**src/rtl/ls_mem_arbiter_if.sv**
```systemverilog
// Processor-side requester ports and the processor/memory bus of the load/store memory arbiter.
interface ls_mem_arbiter_if #(
  parameter int LSQ_IDX_LEN = 3,
  parameter int TAG_W       = 4
);
  logic                   st_req_valid;
  logic [31:0]            st_req_addr;
  logic [63:0]            st_req_data;
  logic [1:0]             st_req_size;
  logic                   st_ack;

  logic                   ld_req_valid;
  logic [31:0]            ld_req_addr;
  logic [1:0]             ld_req_size;
  logic [LSQ_IDX_LEN-1:0] ld_req_lq_pos;
  logic                   ld_ack;
  logic                   ld_ret_valid;
  logic [63:0]            ld_ret_data;
  logic [LSQ_IDX_LEN-1:0] ld_ret_lq_pos;

  logic                   ic_req_valid;
  logic [31:0]            ic_req_addr;
  logic [TAG_W-1:0]       ic_ack_tag;

  logic [1:0]             proc2mem_command;
  logic [31:0]            proc2mem_addr;
  logic [63:0]            proc2mem_data;
  logic [1:0]             proc2mem_size;
  logic [TAG_W-1:0]       mem2proc_response;
  logic [63:0]            mem2proc_data;
  logic [TAG_W-1:0]       mem2proc_tag;

  modport master (
    input  st_req_valid, st_req_addr, st_req_data, st_req_size,
    input  ld_req_valid, ld_req_addr, ld_req_size, ld_req_lq_pos,
    input  ic_req_valid, ic_req_addr,
    input  mem2proc_response, mem2proc_data, mem2proc_tag,
    output st_ack, ld_ack, ld_ret_valid, ld_ret_data, ld_ret_lq_pos, ic_ack_tag,
    output proc2mem_command, proc2mem_addr, proc2mem_data, proc2mem_size
  );

  modport slave (
    output st_req_valid, st_req_addr, st_req_data, st_req_size,
    output ld_req_valid, ld_req_addr, ld_req_size, ld_req_lq_pos,
    output ic_req_valid, ic_req_addr,
    output mem2proc_response, mem2proc_data, mem2proc_tag,
    input  st_ack, ld_ack, ld_ret_valid, ld_ret_data, ld_ret_lq_pos, ic_ack_tag,
    input  proc2mem_command, proc2mem_addr, proc2mem_data, proc2mem_size
  );
endinterface

```
**src/rtl/ls_mem_arbiter.sv**
```systemverilog
// Shares the memory port among store drain, load issue and icache fetch, and routes
// returning load data to its load-queue slot by memory tag.
module ls_mem_arbiter #(
  parameter int LSQ_IDX_LEN  = 3,
  parameter int TAG_W        = 4,
  parameter int STARVE_LIMIT = 8
) (
  input  logic             clock,
  input  logic             reset,
  input  logic             squash,
  ls_mem_arbiter_if.master bus,
  output logic [TAG_W:0]   outstanding_loads
);
  localparam int NUM_TAGS = 2 ** TAG_W;
  localparam int CNT_W    = $clog2(STARVE_LIMIT + 1);
  localparam logic [CNT_W-1:0] STARVE_MAX = CNT_W'(STARVE_LIMIT);
  localparam logic [1:0] SIZE_DOUBLE = 2'd3;

  typedef enum logic [1:0] {BUS_NONE = 2'd0, BUS_LOAD = 2'd1, BUS_STORE = 2'd2} bus_cmd_e;
  typedef enum logic [1:0] {GNT_NONE, GNT_ST, GNT_LD, GNT_IC} grant_e;

  grant_e                 grant;
  bus_cmd_e               cmd;
  logic                   accepted;
  logic                   ic_top;
  logic                   ret_hit;
  logic                   ld_alloc;
  logic [CNT_W-1:0]       ic_starve_cnt;
  logic [NUM_TAGS-1:0]    tag_valid;
  logic [NUM_TAGS-1:0]    valid_next;
  logic [LSQ_IDX_LEN-1:0] tag_pos [NUM_TAGS];
  logic [TAG_W:0]         live_cnt;

  always_comb begin
    ic_top   = ic_starve_cnt >= STARVE_MAX;
    accepted = bus.mem2proc_response != '0;
    grant    = GNT_NONE;
    if (reset)                             grant = GNT_NONE;
    else if (bus.ic_req_valid && ic_top)   grant = GNT_IC;
    else if (bus.st_req_valid)             grant = GNT_ST;
    else if (bus.ld_req_valid)             grant = GNT_LD;
    else if (bus.ic_req_valid)             grant = GNT_IC;

    cmd                = BUS_NONE;
    bus.proc2mem_addr  = '0;
    bus.proc2mem_data  = '0;
    bus.proc2mem_size  = '0;
    case (grant)
      GNT_ST: begin
        cmd               = BUS_STORE;
        bus.proc2mem_addr = bus.st_req_addr;
        bus.proc2mem_data = bus.st_req_data;
        bus.proc2mem_size = bus.st_req_size;
      end
      GNT_LD: begin
        cmd               = BUS_LOAD;
        bus.proc2mem_addr = bus.ld_req_addr;
        bus.proc2mem_size = bus.ld_req_size;
      end
      GNT_IC: begin
        cmd               = BUS_LOAD;
        bus.proc2mem_addr = bus.ic_req_addr;
        bus.proc2mem_size = SIZE_DOUBLE;
      end
      default: ;
    endcase
    bus.proc2mem_command = cmd;

    bus.st_ack     = (grant == GNT_ST) && accepted;
    bus.ld_ack     = (grant == GNT_LD) && accepted;
    bus.ic_ack_tag = (grant == GNT_IC && accepted) ? bus.mem2proc_response : '0;
  end

  // Icache tags never get a table entry, so they can never produce a load return.
  always_comb begin
    ret_hit           = !reset && (bus.mem2proc_tag != '0) && tag_valid[bus.mem2proc_tag];
    bus.ld_ret_valid  = ret_hit && !squash;
    bus.ld_ret_data   = bus.mem2proc_data;
    bus.ld_ret_lq_pos = tag_pos[bus.mem2proc_tag];
    ld_alloc          = bus.ld_ack && !squash;

    // Return clears before allocation so a reused tag ends up live with its new owner.
    valid_next = tag_valid;
    if (ret_hit)  valid_next[bus.mem2proc_tag] = 1'b0;
    if (squash)   valid_next = '0;
    if (ld_alloc) valid_next[bus.mem2proc_response] = 1'b1;

    live_cnt = '0;
    for (int unsigned i = 0; i < NUM_TAGS; i++)
      live_cnt = live_cnt + (TAG_W + 1)'(valid_next[i]);
  end

  always_ff @(posedge clock) begin
    if (reset) begin
      tag_valid         <= '0;
      for (int unsigned i = 0; i < NUM_TAGS; i++) tag_pos[i] <= '0;
      ic_starve_cnt     <= '0;
      outstanding_loads <= '0;
    end else begin
      tag_valid         <= valid_next;
      outstanding_loads <= live_cnt;
      if (ld_alloc) tag_pos[bus.mem2proc_response] <= bus.ld_req_lq_pos;
      if (!bus.ic_req_valid || (grant == GNT_IC && accepted))
        ic_starve_cnt <= '0;
      else if (ic_starve_cnt < STARVE_MAX)
        ic_starve_cnt <= ic_starve_cnt + 1'b1;
    end
  end
endmodule

```
**src/flat_wrapper.sv**
```systemverilog
// flat-port wrapper written by rule: the top's interface ports become plain ports
module ls_mem_arbiter_flat 
#(
  parameter int LSQ_IDX_LEN  = 3,
  parameter int TAG_W        = 4,
  parameter int STARVE_LIMIT = 8
)
  (clock, reset, squash, outstanding_loads, bus_st_req_valid, bus_st_req_addr, bus_st_req_data, bus_st_req_size, bus_ld_req_valid, bus_ld_req_addr, bus_ld_req_size, bus_ld_req_lq_pos, bus_ic_req_valid, bus_ic_req_addr, bus_mem2proc_response, bus_mem2proc_data, bus_mem2proc_tag, bus_st_ack, bus_ld_ack, bus_ld_ret_valid, bus_ld_ret_data, bus_ld_ret_lq_pos, bus_ic_ack_tag, bus_proc2mem_command, bus_proc2mem_addr, bus_proc2mem_data, bus_proc2mem_size);
  ls_mem_arbiter_if #(.LSQ_IDX_LEN(LSQ_IDX_LEN), .TAG_W(TAG_W)) bus_i ();
  input  logic clock;
  input  logic reset;
  input  logic squash;
  output logic [TAG_W:0] outstanding_loads;
  input wire logic [$bits(bus_i.st_req_valid)-1:0] bus_st_req_valid;
  input wire logic [$bits(bus_i.st_req_addr)-1:0] bus_st_req_addr;
  input wire logic [$bits(bus_i.st_req_data)-1:0] bus_st_req_data;
  input wire logic [$bits(bus_i.st_req_size)-1:0] bus_st_req_size;
  input wire logic [$bits(bus_i.ld_req_valid)-1:0] bus_ld_req_valid;
  input wire logic [$bits(bus_i.ld_req_addr)-1:0] bus_ld_req_addr;
  input wire logic [$bits(bus_i.ld_req_size)-1:0] bus_ld_req_size;
  input wire logic [$bits(bus_i.ld_req_lq_pos)-1:0] bus_ld_req_lq_pos;
  input wire logic [$bits(bus_i.ic_req_valid)-1:0] bus_ic_req_valid;
  input wire logic [$bits(bus_i.ic_req_addr)-1:0] bus_ic_req_addr;
  input wire logic [$bits(bus_i.mem2proc_response)-1:0] bus_mem2proc_response;
  input wire logic [$bits(bus_i.mem2proc_data)-1:0] bus_mem2proc_data;
  input wire logic [$bits(bus_i.mem2proc_tag)-1:0] bus_mem2proc_tag;
  output wire logic [$bits(bus_i.st_ack)-1:0] bus_st_ack;
  output wire logic [$bits(bus_i.ld_ack)-1:0] bus_ld_ack;
  output wire logic [$bits(bus_i.ld_ret_valid)-1:0] bus_ld_ret_valid;
  output wire logic [$bits(bus_i.ld_ret_data)-1:0] bus_ld_ret_data;
  output wire logic [$bits(bus_i.ld_ret_lq_pos)-1:0] bus_ld_ret_lq_pos;
  output wire logic [$bits(bus_i.ic_ack_tag)-1:0] bus_ic_ack_tag;
  output wire logic [$bits(bus_i.proc2mem_command)-1:0] bus_proc2mem_command;
  output wire logic [$bits(bus_i.proc2mem_addr)-1:0] bus_proc2mem_addr;
  output wire logic [$bits(bus_i.proc2mem_data)-1:0] bus_proc2mem_data;
  output wire logic [$bits(bus_i.proc2mem_size)-1:0] bus_proc2mem_size;
  assign bus_i.st_req_valid = bus_st_req_valid;
  assign bus_i.st_req_addr = bus_st_req_addr;
  assign bus_i.st_req_data = bus_st_req_data;
  assign bus_i.st_req_size = bus_st_req_size;
  assign bus_i.ld_req_valid = bus_ld_req_valid;
  assign bus_i.ld_req_addr = bus_ld_req_addr;
  assign bus_i.ld_req_size = bus_ld_req_size;
  assign bus_i.ld_req_lq_pos = bus_ld_req_lq_pos;
  assign bus_i.ic_req_valid = bus_ic_req_valid;
  assign bus_i.ic_req_addr = bus_ic_req_addr;
  assign bus_i.mem2proc_response = bus_mem2proc_response;
  assign bus_i.mem2proc_data = bus_mem2proc_data;
  assign bus_i.mem2proc_tag = bus_mem2proc_tag;
  assign bus_st_ack = bus_i.st_ack;
  assign bus_ld_ack = bus_i.ld_ack;
  assign bus_ld_ret_valid = bus_i.ld_ret_valid;
  assign bus_ld_ret_data = bus_i.ld_ret_data;
  assign bus_ld_ret_lq_pos = bus_i.ld_ret_lq_pos;
  assign bus_ic_ack_tag = bus_i.ic_ack_tag;
  assign bus_proc2mem_command = bus_i.proc2mem_command;
  assign bus_proc2mem_addr = bus_i.proc2mem_addr;
  assign bus_proc2mem_data = bus_i.proc2mem_data;
  assign bus_proc2mem_size = bus_i.proc2mem_size;
  ls_mem_arbiter #(.LSQ_IDX_LEN(LSQ_IDX_LEN), .TAG_W(TAG_W), .STARVE_LIMIT(STARVE_LIMIT)) u_core (.clock(clock), .reset(reset), .squash(squash), .bus(bus_i), .outstanding_loads(outstanding_loads));
endmodule
```
**config.mk**
```make
export PLATFORM = sky130hd
export DESIGN_NAME = ls_mem_arbiter_flat
export DESIGN_NICKNAME = d
export VERILOG_FILES = /design/src/rtl/ls_mem_arbiter_if.sv /design/src/rtl/ls_mem_arbiter.sv /design/src/flat_wrapper.sv
export SDC_FILE = /design/constraint.sdc
export NUM_CORES = 1
export LEC_CHECK = 0
export CAP_MARGIN = 15
export CORE_AREA = 2 2 167 169
export DETAILED_ROUTE_END_ITERATION = 6
export DIE_AREA = 0 0 169 171
export PLACE_DENSITY = 0.56
export SLEW_MARGIN = 20
export SYNTH_ARGS = -nofsm -noshare
export SYNTH_HDL_FRONTEND = slang
export SYNTH_SLANG_ARGS = --single-unit
```
**constraint.sdc**
```tcl
create_clock -name clock -period 6.28 [get_ports clock]
set_input_delay 1.256 -clock clock [delete_from_list [all_inputs] [get_ports clock]]
set_output_delay 1.256 -clock clock [all_outputs]
set_load 0.01 [all_outputs]
```
==> reports/qor.yml <==
layout:
  nNetsFinal: 1085
  fill_cells: 2837
  instances_no_fill: 1178
  syn_to_final_growth_pct: 58.75
  drive_above_1_share: 0.1051
placed_design:
  dp_hpwl_um: 25270
  port_buffers: 295
  gp_congestion: 0.9328
  dp.cells: 1158
global_routing:
  grt_pass1_wl_um: 40170
  grtUsageTotal: 0.1997
  antenna_found_initial: 29
  overflow: 0
  grt_pass1_vias: 5362
  grt_start_max_net_pins: 69
min_path:
  hp-class: "register to register"
  whs_endpoint: "u_core.tag_valid[2]"
  hp-start: "u_core.tag_valid[2]"
  whs_path_depth: 2
sta:
  tightest_slew_ns: 0.6819
  clock.fmax_ghz: 0.1704
  finalSetupTns_ns: 0
  clock_skew_ns: 0.006460
  rsz0062_at_grt: "no"
  slew_headroom: 0.5419
  hold_violations: 0
  final-setup-viol-count: 0
  fin_crit_sh: 0.9347
  whs_ns: 0.5205
  min_period_ns: 5.870
  slew_violations: 0
cts:
  max-clock-path-buffers: 2
  cts-hold-fix-buffers: 0
  cts_resized: 0
  cts_buffers: 9
  cts_sinks: 73
  cts_tree: "done"
  root_buffer: "clkbuf_16"
  clk_pin_slew_ns: 0.07
  clkLatencyLatePin_ns: 0.34
  htreeDepth: 3
  post_cts_buffers: 0
synthesis:
  synthArstFlopShare: 0
  synth_ff_type: "edfxtp_1"
  ys_types: 52
  synth-seq-cells: 73
  synth-edff-count: 48
  synth_cells: 594
  ys_seq_area_frac: 0.3472
  postSynthAreaPerCell_um2: 9.416
  syn_area_um2: 5593
  yosysWarnings: 0
route:
  drc: 0
  ant_nets: 0
  routedWlPerCell_um: 25.27
  wirelength_um: 29760
  num_vias: 5526
  drtIter0Drc: 512
  routed_via_density: 4.691
  first_pass_iters: 6
die:
  initial_core_util: 0.2047
  die_h_um: 171
  ios: 424
  dieWidth_um: 169
  core-area_um2: 27320
  row_count: 61
  dieArea_um2: 28900
critical_path:
  crit_fanout: 6
  path_cells: "clkdlybuf4s50_1 -> a21o_4 -> nor4_4 -> nand2_1 -> o21ai_0 -> ha_1 -> fa_1 -> fa_1 -> fa_1 -> inv_1 -> fa_1 -> inv_1 -> fa_1 -> a21o_1 -> a21oi_1 -> xor2_1 -> nor2_1"
  critPathKind: "input port to register"
  slowest_delay_ns: 0.58
  r2r_cells: 16
  cp_slowest_cell: "clkdlybuf4s50_1"
  r2r_end: "u_core.outstanding_loads[3]"
  startpoint: "reset"
  crit_arrival_ns: 6.09
  worstSetupEndpointType: "register"
  worstSetupStartpointType: "input port"
  cp.required_ns: 6.51
  r2r-start: "u_core.ic_starve_cnt[3]"
  regToRegSetupSlack_ns: 1.49
  timing.critical_path.mode_cell: "fa_1"
status:
  status: "finished, final reports clean"
pwr:
  irDropWorstVdd_mv: 0.1282
  leakage_nw: 3.816
  power_density_nw_per_um2: 160.4
  fin_total_pwr_mw: 1.424
run:
  drv_cap: 0
[kinds of logic after synthesis]
family | share of synthesized area
compound gates | 0.1213
xor+xnor | 0.006265
fa+ha+maj | 0.05145
buf+inv | 0.1586
flops | 0.3472
mux | 0.06376
other cells | 0.0006705
simple gates | 0.2508
[sequential cells by signal, summed over array words and instances (netlist names)]
signal / flops
u_core.ic_starve_cnt: 4
u_core.outstanding_loads: 5
u_core.tag_pos: 48
u_core.tag_valid: 16
[cells in the mapped netlist (2+ instances only)]
cell	number	area, µm²
or3_1	2	12.51
nor2_1	27	101.4
o21ai_0	10	50.05
nor4_4	4	85.08
o21bai_1	2	15.01
a2bb2oi_1	2	17.52
a21oi_1	12	60.06
a31oi_1	2	12.51
nand2_1	18	67.56
buf_2	10	50.05
ha_1	7	87.58
mux2i_1	3	30.03
dfxtp_1	25	500.5
nor3b_1	2	15.01
clkbuf_2	3	15.01
a311oi_1	2	17.52
nor3_1	5	25.02
nor2b_1	13	81.33
edfxtp_1	48	1441
xor2_1	3	26.28
or2_2	5	31.28
and3_1	100	625.6
nand2b_1	27	168.9
fa_1	10	200.2
a222oi_1	31	310.3
nand3_1	3	15.01
clkbuf_1	37	138.9
o221a_2	2	22.52
o31ai_1	8	60.06
mux4_2	14	315.3
inv_1	48	180.2
buf_4	65	488.0
and2_1	18	112.6
a21o_1	2	15.01
a22oi_1	7	52.55
[report_power, final]
part | internal (mW) | switching, mW
registers | 0.523 | 0.00435
logic | 0.215 | 0.161
clock network | 0.308 | 0.212
[cell type report]
class	instances	area, µm²	share of cell area
Timing Repair Buffer	333	3233	0.3641
Multi-Input combinational cell	358	2785	0.3137
Sequential cell	73	1942	0.2187
Tap cell	346	432.9	0.04876
Clock buffer	9	225.2	0.02537
Inverter	48	180.2	0.02029
Clock inverter	7	70.07	0.007892
Antenna cell	4	10.01	0.001127
[placed cells by master (no fill, tap or decap), drive strengths merged, types with 4 or more instances in the layout]
cell type	Yosys	routed
ha	7	7
nand2	18	18
dfxtp	25	25
nor2	27	27
clkbuf	40	9
a21oi	12	12
or2	5	5
nor4	4	4
edfxtp	48	48
nor3	5	5
a22oi	7	7
o31ai	8	8
fa	10	10
a222oi	31	31
inv	48	49
clkdlybuf4s50	0	294
nor2b	13	13
o21ai	10	10
and2	19	19
and3	101	101
mux4	14	14
buf	77	39
diode	0	4
clkinv	0	4
nand2b	27	27
[per-layer routing]
metal  track usage  wire length (µm)
met1        0.2099             10340
met2        0.3943             16550
met3       0.03447              1472
met4       0.07544              1380
met5             0                13
[per-stage QoR]
step,setup WS (ns),utilization,instance area (µm²)
2_1_floorplan,0.6953,-,5600
3_3_place_gp,0.07215,0.3138,8573
3_5_place_dp,0.02813,0.3138,8573
4_1_cts,0.3945,0.3246,8869
5_1_grt,0.2358,0.3248,8876
6_report,0.4102,0.3249,8879
[critical path, delay by kind of cell]
kind / cells / cell delay, ns
buf+inv: 3 / 0.69
fa+ha+maj: 6 / 2.82
compound gates: 4 / 0.75
simple gates: 3 / 0.40
xor+xnor: 1 / 0.16
[how the worst max path moves through the flow]
stage	slack, ns	cells after the start	to
floorplan	0.70	16	u_core.outstanding_loads[3]
global placement	0.07	17	u_core.outstanding_loads[3]
detailed placement	0.03	17	u_core.outstanding_loads[3]
CTS	0.39	17	u_core.outstanding_loads[3]
global route	0.24	17	u_core.outstanding_loads[3]
finish	0.41	17	u_core.outstanding_loads[3]
Note: power is estimated with default switching activity, not from simulation.
